--- config.mk ---
export PLATFORM = sky130hd
export DESIGN_NAME = wta_epoch_controller
export DESIGN_NICKNAME = d
export VERILOG_FILES = /design/src/rtl/wta_pkg.sv /design/src/rtl/wta_priority_encoder.sv /design/src/rtl/wta_epoch_controller.sv
export SDC_FILE = /design/constraint.sdc
export NUM_CORES = 1
export LEC_CHECK = 0
export ABC_AREA = 1
export BUFFER_PORTS_ARGS = -buffer_cell sky130_fd_sc_hd__buf_2
export CORE_MARGIN = 8
export CORE_UTILIZATION = 45
export CTS_BUF_LIST = sky130_fd_sc_hd__clkbuf_8
export DETAILED_ROUTE_END_ITERATION = 8
export GPL_TIMING_DRIVEN = 0
export PLACE_DENSITY = 0.74
export SYNTH_ARGS = -nofsm -noshare
export SYNTH_HDL_FRONTEND = slang
export SYNTH_SLANG_ARGS = --single-unit
--- constraint.sdc ---
create_clock -name clk -period 2 [get_ports clk]
set_input_delay 0.3 -clock clk [delete_from_list [all_inputs] [get_ports clk]]
set_output_delay 0.3 -clock clk [all_outputs]
set_load 0.02 [all_outputs]
--- src/rtl/wta_pkg.sv ---
// Shared types and constants for the winner-take-all epoch controller.
package wta_pkg;

  localparam int unsigned WTA_LOG_NEURONS     = 4;
  localparam int unsigned WTA_LOG_TIME_PERIOD = 4;

  typedef enum logic [1:0] {
    IDLE   = 2'd0,
    RUN    = 2'd1,
    LEARN  = 2'd2,
    FINISH = 2'd3
  } wta_state_e;

  typedef logic [WTA_LOG_NEURONS:0]       wta_id_t;
  typedef logic [WTA_LOG_TIME_PERIOD-1:0] wta_time_t;

  localparam wta_id_t NO_WINNER = '1;

endpackage

--- src/rtl/wta_priority_encoder.sv ---
// Combinational highest-set-bit encoder; ties resolve to the higher index.
module wta_priority_encoder #(
  parameter int unsigned NEURONS = 16,
  parameter int unsigned ID_W    = 5
) (
  input  logic [NEURONS-1:0] vec_i,
  output logic [ID_W-1:0]    idx_o,
  output logic               any_o
);

  always_comb begin
    idx_o = '0;
    for (int unsigned i = 0; i < NEURONS; i++) begin
      if (vec_i[i]) idx_o = ID_W'(i);
    end
  end

  assign any_o = |vec_i;

endmodule

--- src/rtl/wta_epoch_controller.sv ---
// Gamma-epoch sequencer: first-spike winner capture, then STDP req/ack handoff.
// Optional build macro WTA_EARLY_TERM_EN ends RUN the cycle after a winner is latched.
module wta_epoch_controller
  import wta_pkg::*;
#(
  parameter int unsigned NEURONS         = 16,
  parameter int unsigned LOG_NEURONS     = 4,
  parameter int unsigned TIME_PERIOD     = 16,
  parameter int unsigned LOG_TIME_PERIOD = 4,
  parameter int unsigned TESTING_PERIOD  = 12
) (
  input  logic                     clk,
  input  logic                     rst_n,
  input  logic                     start,
  output logic                     busy,
  input  logic [NEURONS-1:0]       spike_volley,
  output logic [LOG_TIME_PERIOD:0] time_val,
  output logic                     winner_valid,
  output logic [LOG_NEURONS:0]     winning_neuron,
  output logic [LOG_TIME_PERIOD-1:0] winner_time,
  output logic                     stdp_req,
  input  logic                     stdp_ack,
  output logic                     done
);

  localparam int unsigned ID_W = LOG_NEURONS + 1;
  localparam int unsigned TW   = LOG_TIME_PERIOD + 1;
  localparam logic [TW-1:0] TIME_LAST = TW'(TIME_PERIOD - 1);
  localparam logic [TW-1:0] TEST_LIM  = TW'(TESTING_PERIOD);

  wta_state_e                 state_q, state_d;
  logic [TW-1:0]              time_q, time_d;
  logic                       wv_q, wv_d;
  logic [ID_W-1:0]            wn_q, wn_d;
  logic [LOG_TIME_PERIOD-1:0] wt_q, wt_d;

  logic [ID_W-1:0] enc_idx;
  logic            enc_any;
  logic            capture;

  wta_priority_encoder #(
    .NEURONS (NEURONS),
    .ID_W    (ID_W)
  ) u_enc (
    .vec_i (spike_volley),
    .idx_o (enc_idx),
    .any_o (enc_any)
  );

  always_ff @(posedge clk or negedge rst_n) begin
    if (!rst_n) begin
      state_q <= IDLE;
      time_q  <= '0;
      wv_q    <= 1'b0;
      wn_q    <= '1;
      wt_q    <= '0;
    end else begin
      state_q <= state_d;
      time_q  <= time_d;
      wv_q    <= wv_d;
      wn_q    <= wn_d;
      wt_q    <= wt_d;
    end
  end

  assign capture = (state_q == RUN) && !wv_q && (time_q < TEST_LIM) && enc_any;

  always_comb begin
    state_d = state_q;
    time_d  = time_q;
    wv_d    = wv_q;
    wn_d    = wn_q;
    wt_d    = wt_q;
    unique case (state_q)
      IDLE: begin
        if (start) begin
          state_d = RUN;
          time_d  = '0;
          wv_d    = 1'b0;
          wn_d    = '1;
          wt_d    = '0;
        end
      end
      RUN: begin
        if (capture) begin
          wv_d = 1'b1;
          wn_d = enc_idx;
          wt_d = time_q[LOG_TIME_PERIOD-1:0];
        end
        // time_val freezes on the exit cycle so the counter never wraps
`ifdef WTA_EARLY_TERM_EN
        if (wv_q) begin
          state_d = LEARN;
        end else
`endif
        if (time_q == TIME_LAST) begin
          state_d = (wv_q || capture) ? LEARN : FINISH;
        end else begin
          time_d = time_q + TW'(1);
        end
      end
      LEARN: begin
        if (stdp_ack) state_d = FINISH;
      end
      FINISH: state_d = IDLE;
      default: state_d = IDLE;
    endcase
  end

  assign busy           = (state_q != IDLE);
  assign stdp_req       = (state_q == LEARN);
  assign done           = (state_q == FINISH);
  assign time_val       = time_q;
  assign winner_valid   = wv_q;
  assign winning_neuron = wn_q;
  assign winner_time    = wt_q;

endmodule

Word level (Yosys, flattened, before mapping)
Index checks and enable logic that the tools add are counted.
{"block": "word_totals", "reg_bits": 17, "inputBits": 20, "latch_bits": 0, "word_cells": 60, "romBits": 0, "n_memories": 0, "mem_bits_rw": 0}
{"block": "classes", "n_reduce_logical": 12, "div_mod_pow": 0, "n_bitwise": 0, "order_cmp": 1, "eq_ne": 9, "shift": 0, "n_mux": 32, "addsub": 1, "mul": 0}
{"operator": "$mux 4", "n": 10}
{"operator": "$mux 5", "n": 4}
{"operator": "$pmux 5 s2", "n": 2}
{"operator": "$reduce_or 16->1", "n": 1}
{"operator": "$mux 3", "n": 4}
{"operator": "$mux 2", "n": 5}
{"operator": "$reduce_and 3->1", "n": 3}
{"operator": "$pmux 2 s4", "n": 1}
{"operator": "$pmux 4 s2", "n": 1}
{"operator": "$ne 2x2->1 const B", "n": 3}
{"operator": "$add 5x1->5 const B", "n": 1}
{"operator": "$eq 5x4->1 const B", "n": 1}
{"operator": "$lt 5x4->1 const B", "n": 1}
{"operator": "$eq 2x2->1 const B", "n": 2}
{"operator": "$mux 1", "n": 4}
{"operator": "$ne 2x1->1 const B", "n": 2}
{"operator": "$reduce_bool 2->1", "n": 2}
{"operator": "$logic_and 1x1->1", "n": 3}
{"operator": "$eq 2x1->1 const B", "n": 1}
{"operator": "$logic_not 2->1", "n": 1}
{"operator": "$pmux 1 s2", "n": 1}
{"operator": "$logic_not 1->1", "n": 1}
{"operator": "$logic_or 1x1->1", "n": 1}

Longest topological paths before layout
Gate-level depths: netlist of run 1.
{"block": "depth", "depth_word": 17, "ltp_mapped": 15}

Hierarchy
Synthesis of run 1 repeated with hierarchy kept, for this count alone.
{"block": "hier_totals", "hier_cells": 162, "hier_area_um2": 1258.7}
{"mod": "wta_epoch_controller", "cells_per_inst": 112, "n_inst": 1, "seq_area_each_um2": 431.7, "area_per_inst_um2": 1056.0}
{"mod": "wta_priority_encoder", "cells_per_inst": 50, "n_inst": 1, "seq_area_each_um2": 0.0, "area_per_inst_um2": 202.7}

Worst setup path after synthesis of run 1
No wires, ideal clock.
{"block": "synth_timing", "path_type": "register to register", "from": "register state_q[0]", "to": "register time_q[3] (netlist: time_val[3])", "setup_ps": 73, "t_arrival_ps": 1640, "required_time_ps": 1927, "synth_period_minus_slack_ps": 1713, "setup_slack_ps": 287, "stages_incl_launch_ff": 12, "path_cell_list": "dfrtp_1 inv_1 ha_1 inv_2 or2_4 o21ai_2 a21oi_2 inv_2 nor2_2 nand3_2 xor2_1 a21oi_2"}
{"block": "synth_between", "elab_chain_cells": 3, "word_cells_on_any_way": 7}
{"element": "start: declaration", "line_no": "wta_epoch_controller.sv:31", "source": "wta_state_e state_q, state_d;"}
{"element": "start signal: assignment", "line_no": "wta_epoch_controller.sv:58", "source": "state_q <= state_d;"}
{"element": "$eq 2x1->1 or $logic_not 2->1 (tied branches)", "line_no": "wta_epoch_controller.sv:74", "source": "unique case (state_q)"}
{"element": "$ne 2x2->1 (no source line) or $reduce_bool 2->1 (tied branches)"}
{"element": "$reduce_and 3->1 (no source line)"}
{"element": "end signal: assignment", "line_no": "wta_epoch_controller.sv:59", "source": "time_q <= time_d;"}
{"element": "end: declaration", "line_no": "wta_epoch_controller.sv:32", "source": "logic [TW-1:0] time_q, time_d;"}
Parallel ways exist; a longest one is shown, timed or not.
A chain may end at the register's enable or synchronous reset.

Worst setup path in the final report of run 1
Same ends and word-level chain as after synthesis.

==> impl_results.md, run 1 <==
* Pwr per Cell Area at 1330 nW/um2
* Total global-route track usage at 0.122
* Setup Crit Path Kind: register to register
* Internal cell power at 920 uW
* Global-route wire length before repair at 4.25 mm
* Die Width at 64.2 um
* Site Rows at 17
* Power share of the combinational group at 0.542
* Period utilisation layout at 0.921
* Post-route minimum period at 1.84 ns
* DRT iter0 DRCs at 28
* Layout cells sized above 1 at 0.346
* R2r setup slk at 0.16 ns
* Wire length on met3 at 120 um
* Gpl congestion at 0.761
* CTS Sinks at 17
* Setup Skew at 0.00194 ns
* PortBufs at 37
* Hold Path Stages at 4
* Final cell count without fillers at 207
* I/O Pins at 38
* MaxCap Viol Count at 0
* Gr ovfl total at 0
* Slew Limit Headroom at 0.749
* Final nets at 207
* Avg Inst Size Synth at 7.64 um2
* Met1 wire length at 996 um
* Critical Path Start Type: register
* Die ar. at 4130 um2
* Vias in the first global route at 1,046
* Critical path peak fanout at 5
* Worst setup EP type: register
* Clk pwr share at 0.143
* Fmax at 543 MHz
* Distinct cell type count after synthesis at 25
* Reg-to-reg endpoint: time_val[3]$_DFFE_PN0P_
* Worst min-delay path class: input port to register
* Clk_lat worst skew at 0.25 ns
* Setup_tns at 0 ns
* Status: finished clean
* P_leak at 0.000727 uW
* Post-cts resize count at 0
* Post-Syn Area at 1050 um2
* Syn nets at 164
* Highest metal used: met4
* # placed instances at 202
* VDD IR max at 0.957 mV
* Initial core utilization at 0.473
* Post-synth EDFFs at 0
* Hold Violations, Final at 0
* Worst Hold Endpoint: winning_neuron[0]$_DFFE_PN1P_
* DRC viols at 0
* Routed len/inst at 12.1 um
* TritonCTS buffer count at 3
* Top-area cell type share of the netlist area at 0.287
* Synth area leaders: dfrtp_1, dfstp_2, nand2_1, inv_1, ha_1
* ANT nets after route at 0
* WP data required at 2.13 ns
* Area growth from synthesis to layout at 26.3%
* Flop pwr share at 0.315
* Total wire length at 2.50 mm
* Average vias per placed instance at 4.75
* Synth area leader: dfrtp_1
* Fillers at 221
* WP data arrival at 1.98 ns
* Drt first pass iters at 4
* CTS Root Cell: clkbuf_8
* Core area at 2210 um2
* Synth warnings at 0
* H-tree depth at 1
* Maximum number of pins on one net before global-route repair at 18
* Register area share after synthesis at 0.412
* Chip Height at 64.2 um
* Setup violation total in the final timing report at 0
* Worst slew pin tran at 0.376 ns
* Diodes inserted at 0
* Asr flop ratio synth at 1.00
* Worst r2r src: state_q[0]$_DFFE_PN0P_
* Number of synthesized register bits at 17
* CTS tree: yes
* Unrepaired setup endpoints after global routing: false
* Final Max Tran Viols at 0
* Number of buffers on the longest clock path at 2
* Sw Share at 0.476
* Worst hold start: spike_volley[14]
* NetSw at 834 uW
* Initial antenna violation count at 0
* Via count at 984
* Clk slew on worst S/H paths at 0.07 ns
* R2R depth at 11
* Synthesized instance count at 137
* Hpwl dp at 2.11 mm
* Met2 WL at 1.37 mm
* Post-synth top flop: dfrtp_1
==> cells in the mapped netlist, types with 2 or more instances <==
library cell  number
nand3_2            2
inv_1             24
dfrtp_1           12
nor2_2             3
a21oi_2            3
nand3_1            3
inv_2              4
o21ai_1            3
nor2_1            13
a21oi_1            5
nand2_1           35
o21ai_0            7
dfstp_2            5
ha_1               7
==> timing repair <==
item                                   CTS  global route
setup buffers                            0             0
endpoints found under the hold margin   12             0
hold buffers                             1             0
==> stage by stage <==
step	utilization	power [uW]	hold WS [ns]	setup WS, ns	area (um2)
after floorplan	-	1250	0.00441	0.287	1050
after global placement	0.573	1480	0.231	0.260	1270
after detailed placement	0.573	1520	0.240	0.174	1270
after CTS	0.598	1770	0.279	0.155	1320
after global routing	0.598	1910	0.326	0.0388	1320
final	0.598	1750	0.282	0.159	1320
==> layer usage <==
| layer | up-vias | global-route usage |
|---|---|---|
| li1 | 508 | - |
| met1 | 453 | 0.120 |
| met2 | 21 | 0.242 |
| met3 | 2 | 0.0296 |
| met4 | 0 | 0.0327 |
| met5 | - | 0 |
==> flip-flops by register name, summed over array words and instances (netlist names) <==
name and cells:
time_val 5, winning_neuron 5, winner_time 4, state_q 2, winner_valid 1
==> worst max-delay path by stage <==
stage	from	endpoint	cells past startpoint	slack [ns]
after floorplan	state_q[0]$_DFFE_PN0P_	time_val[3]$_DFFE_PN0P_	11	0.29
after global placement	state_q[0]$_DFFE_PN0P_	time_val[3]$_DFFE_PN0P_	11	0.26
after detailed placement	state_q[0]$_DFFE_PN0P_	time_val[3]$_DFFE_PN0P_	11	0.17
after CTS	state_q[0]$_DFFE_PN0P_	time_val[3]$_DFFE_PN0P_	11	0.15
after global routing	state_q[0]$_DFFE_PN0P_	time_val[3]$_DFFE_PN0P_	11	0.04
final	state_q[0]$_DFFE_PN0P_	time_val[3]$_DFFE_PN0P_	11	0.16
==> critical path, cell delays in order, from the launching register on <==
cell,delay [ns]
dfrtp_1,0.42
inv_1,0.11
ha_1,0.24
inv_2,0.06
or2_4,0.12
o21ai_2,0.09
a21oi_2,0.20
inv_2,0.05
nor2_2,0.11
nand3_2,0.08
xor2_1,0.19
a21oi_2,0.05
==> power by group through the flow <==
stage               Sequential [uW]  Combinational [uW]  Clock, uW
finish                          553                 950        251
global route                    573                1070        265
floorplan                       658                 593          0
detailed placement              561                 963          0
global placement                552                 929          0
CTS                             556                 964        250
==> cell usage in the layout (no fill, tap or decap), types with 2 or more instances in the layout <==
cell and count:
buf_2 37, nand2_1 35, inv_1 25, nor2_1 13, dfrtp_1 12, o21ai_0 7
ha_1 7, a21oi_1 5, dfstp_2 5, inv_2 4, nor2_2 3, nand3_1 3
a21oi_2 3, o21ai_1 3, clkbuf_8 3, nand3_2 2
==> layout make-up <==
cell class	count	area [um2]	area share
Clock buffer	3	41.3	0.0312
Clock inverter	1	3.75	0.00284
Inverter	28	105	0.0795
Multi-Input combinational cell	92	510	0.386
Sequential cell	17	432	0.326
Tap cell	28	35.0	0.0265
Timing Repair Buffer	38	195	0.148
==> logic make-up (layout without fill, tap and decap cells) <==
kind of cell | Yosys count | in the layout | synth area share
AO/OA/AOI/OAI | 22 | 22 | 0.124
XOR/XNOR | 1 | 1 | 0.00836
adder cells (fa/ha/maj) | 7 | 7 | 0.0836
buffers and inverters | 28 | 70 | 0.100
flip-flops | 17 | 17 | 0.412
AND/OR/NAND/NOR | 62 | 62 | 0.271
Power figures use the tool's default switching activity.
==> run 2, diff against run 1 <==
Settings changed: PLACE_DENSITY 0.74 to 0.77.
Clock period 2 ns to 1.66 ns, I/O delays scaled along.
==> impl_results.md, run 2 (synthesis gave the netlist of run 1 again) <==
* Hold Path Stages at 4
* Clk_lat worst skew at 0.26 ns
* Setup violation total in the final timing report at 4
* Critical Path Start Type: register
* WP data required at 1.85 ns
* Total global-route track usage at 0.141
* WP data arrival at 1.87 ns
* Met1 wire length at 1.23 mm
* Number of buffers on the longest clock path at 2
* TritonCTS buffer count at 3
* Met2 WL at 1.76 mm
* Global-route wire length before repair at 4.83 mm
* Diodes inserted at 0
* P_leak at 0.000821 uW
* CTS Root Cell: clkbuf_8
* Most frequent cells in the layout: buf_2, nand2_1, inv_1, buf_4, nor2_1
* Gpl congestion at 0.776
* Average vias per placed instance at 4.92
* Final Max Tran Viols at 0
* VDD IR max at 1.26 mV
* CP bufs+invs at 2
* Setup_tns at -0.0405 ns
* Clk slew on worst S/H paths at 0.07 ns
* Site Rows at 17
* Pwr per Cell Area at 1820 nW/um2
* Worst slack at placement at -0.145 ns
* Die ar. at 4130 um2
* Unrepaired setup endpoints after global routing: true
* R2R depth at 9
* Initial core utilization at 0.473
* Total wire length at 3.21 mm
* Slew Limit Headroom at 0.742
* Worst min-delay path class: input port to register
* Critical path peak fanout at 5
* MaxCap Viol Count at 0
* Worst hold start: spike_volley[14]
* Hold slack at 0.229 ns
* Commonest non-fill, non-tap cell in the layout: buf_2
* PortBufs at 37
* CTS Sinks at 17
* I/O Pins at 38
* Status: finished, violations left
* Layout cells sized above 1 at 0.492
* Slowest cell on the critical path: dfrtp_1
* Worst setup margin at -0.0198 ns
* Highest metal used: met4
* Family with the most delay on the worst path: flip-flops
* Final nets at 225
* Chip Height at 64.2 um
* Hold Violations, Final at 0
* Period utilisation layout at 1.01
* Failing checks: setup timing
* Reg-to-reg endpoint: winning_neuron[2]$_DFFE_PN1P_
* R2r setup slk at -0.02 ns
* Worst Hold Endpoint: winning_neuron[0]$_DFFE_PN1P_
* Hpwl dp at 2.03 mm
* Wire length on met3 at 182 um
* DRC viols at 0
* Vias in the first global route at 1,121
* Area growth from synthesis to layout at 47.6%
* Maximum number of pins on one net before global-route repair at 18
* Core area at 2210 um2
* Post-route minimum period at 1.68 ns
* Worst slew pin tran at 0.387 ns
* Setup Skew at 0.00593 ns
* ANT nets after route at 0
* Gr ovfl total at 0
* Initial antenna violation count at 0
* Routed len/inst at 14.3 um
* CTS tree: yes
* CP peak stage delay at 0.39 ns
* DRT iter0 DRCs at 24
* Die Width at 64.2 um
* Worst r2r src: state_q[0]$_DFFE_PN0P_
* Via count at 1,108
* Critical Path, Cell by Cell: buf_6 -> ha_4 -> nand4_1 -> a21oi_2 -> nor2_2 -> nor2_4 -> buf_4 -> nor2_1 -> a21oi_1
* H-tree depth at 1
* Fmax at 595 MHz
* Drt first pass iters at 4
* Worst setup EP type: register
* Setup Crit Path Kind: register to register
## run 2: tightest hold or removal path, delay by kind of cell
family / cells / cell delay, ns
buffers and inverters: 2 / 0.13
AND/OR/NAND/NOR: 1 / 0.05
AO/OA/AOI/OAI: 1 / 0.05
## run 2: timing repair
action	4_1_cts	5_1_grt
resized for setup	9	14
hold endpoints to repair	12	0
buffers inserted	10	8
pin swaps	3	2
setup endpoints to repair	12	15
hold buffers	1	0
## run 2: worst max-delay path by stage
stage / start / endpoint / slack, ns / cells after the start
after floorplan: state_q[0]$_DFFE_PN0P_ / time_val[3]$_DFFE_PN0P_ / 0.003 / 11
after global placement: state_q[1]$_DFFE_PN0P_ / winner_time[0]$_DFFE_PN0P_ / -0.07 / 9
after detailed placement: state_q[1]$_DFFE_PN0P_ / time_val[3]$_DFFE_PN0P_ / -0.14 / 11
after CTS: state_q[1]$_DFFE_PN0P_ / time_val[3]$_DFFE_PN0P_ / 0.001 / 11
after global routing: time_val[0]$_DFFE_PN0P_ / state_q[0]$_DFFE_PN0P_ / -0.09 / 10
final: state_q[0]$_DFFE_PN0P_ / winning_neuron[2]$_DFFE_PN1P_ / -0.02 / 9
## run 2: area by class of cell
type                            instances  area, um2
Fill cell                             179        667
Multi-Input combinational cell         92        587
Sequential cell                        17        435
Timing Repair Buffer                   56        334
Inverter                               28        108
Clock buffer                            3       41.3
Tap cell                               28       35.0
Clock inverter                          1       5.00
## run 2: per-stage QoR
step | std cells | utilization | total power (uW) | instance area, um2
floorplan | 137 | - | 1530 | 1050
global placement | 202 | 0.576 | 1800 | 1270
detailed placement | 202 | 0.576 | 1860 | 1270
CTS | 217 | 0.656 | 2460 | 1450
global route | 225 | 0.699 | 2980 | 1550
finish | 225 | 0.699 | 2810 | 1550
## run 2: layer usage
metal | up-vias | global-route usage
li1 | 541 | -
met1 | 527 | 0.146
met2 | 34 | 0.263
met3 | 6 | 0.0348
met4 | 0 | 0.0572
met5 | - | 0
## run 2: report_power, final
part / internal (uW) / switching, uW / total (uW)
sequential: 574 / 96.3 / 671
combinational: 760 / 1060 / 1820
clock: 167 / 149 / 316
total: 1500 / 1310 / 2810
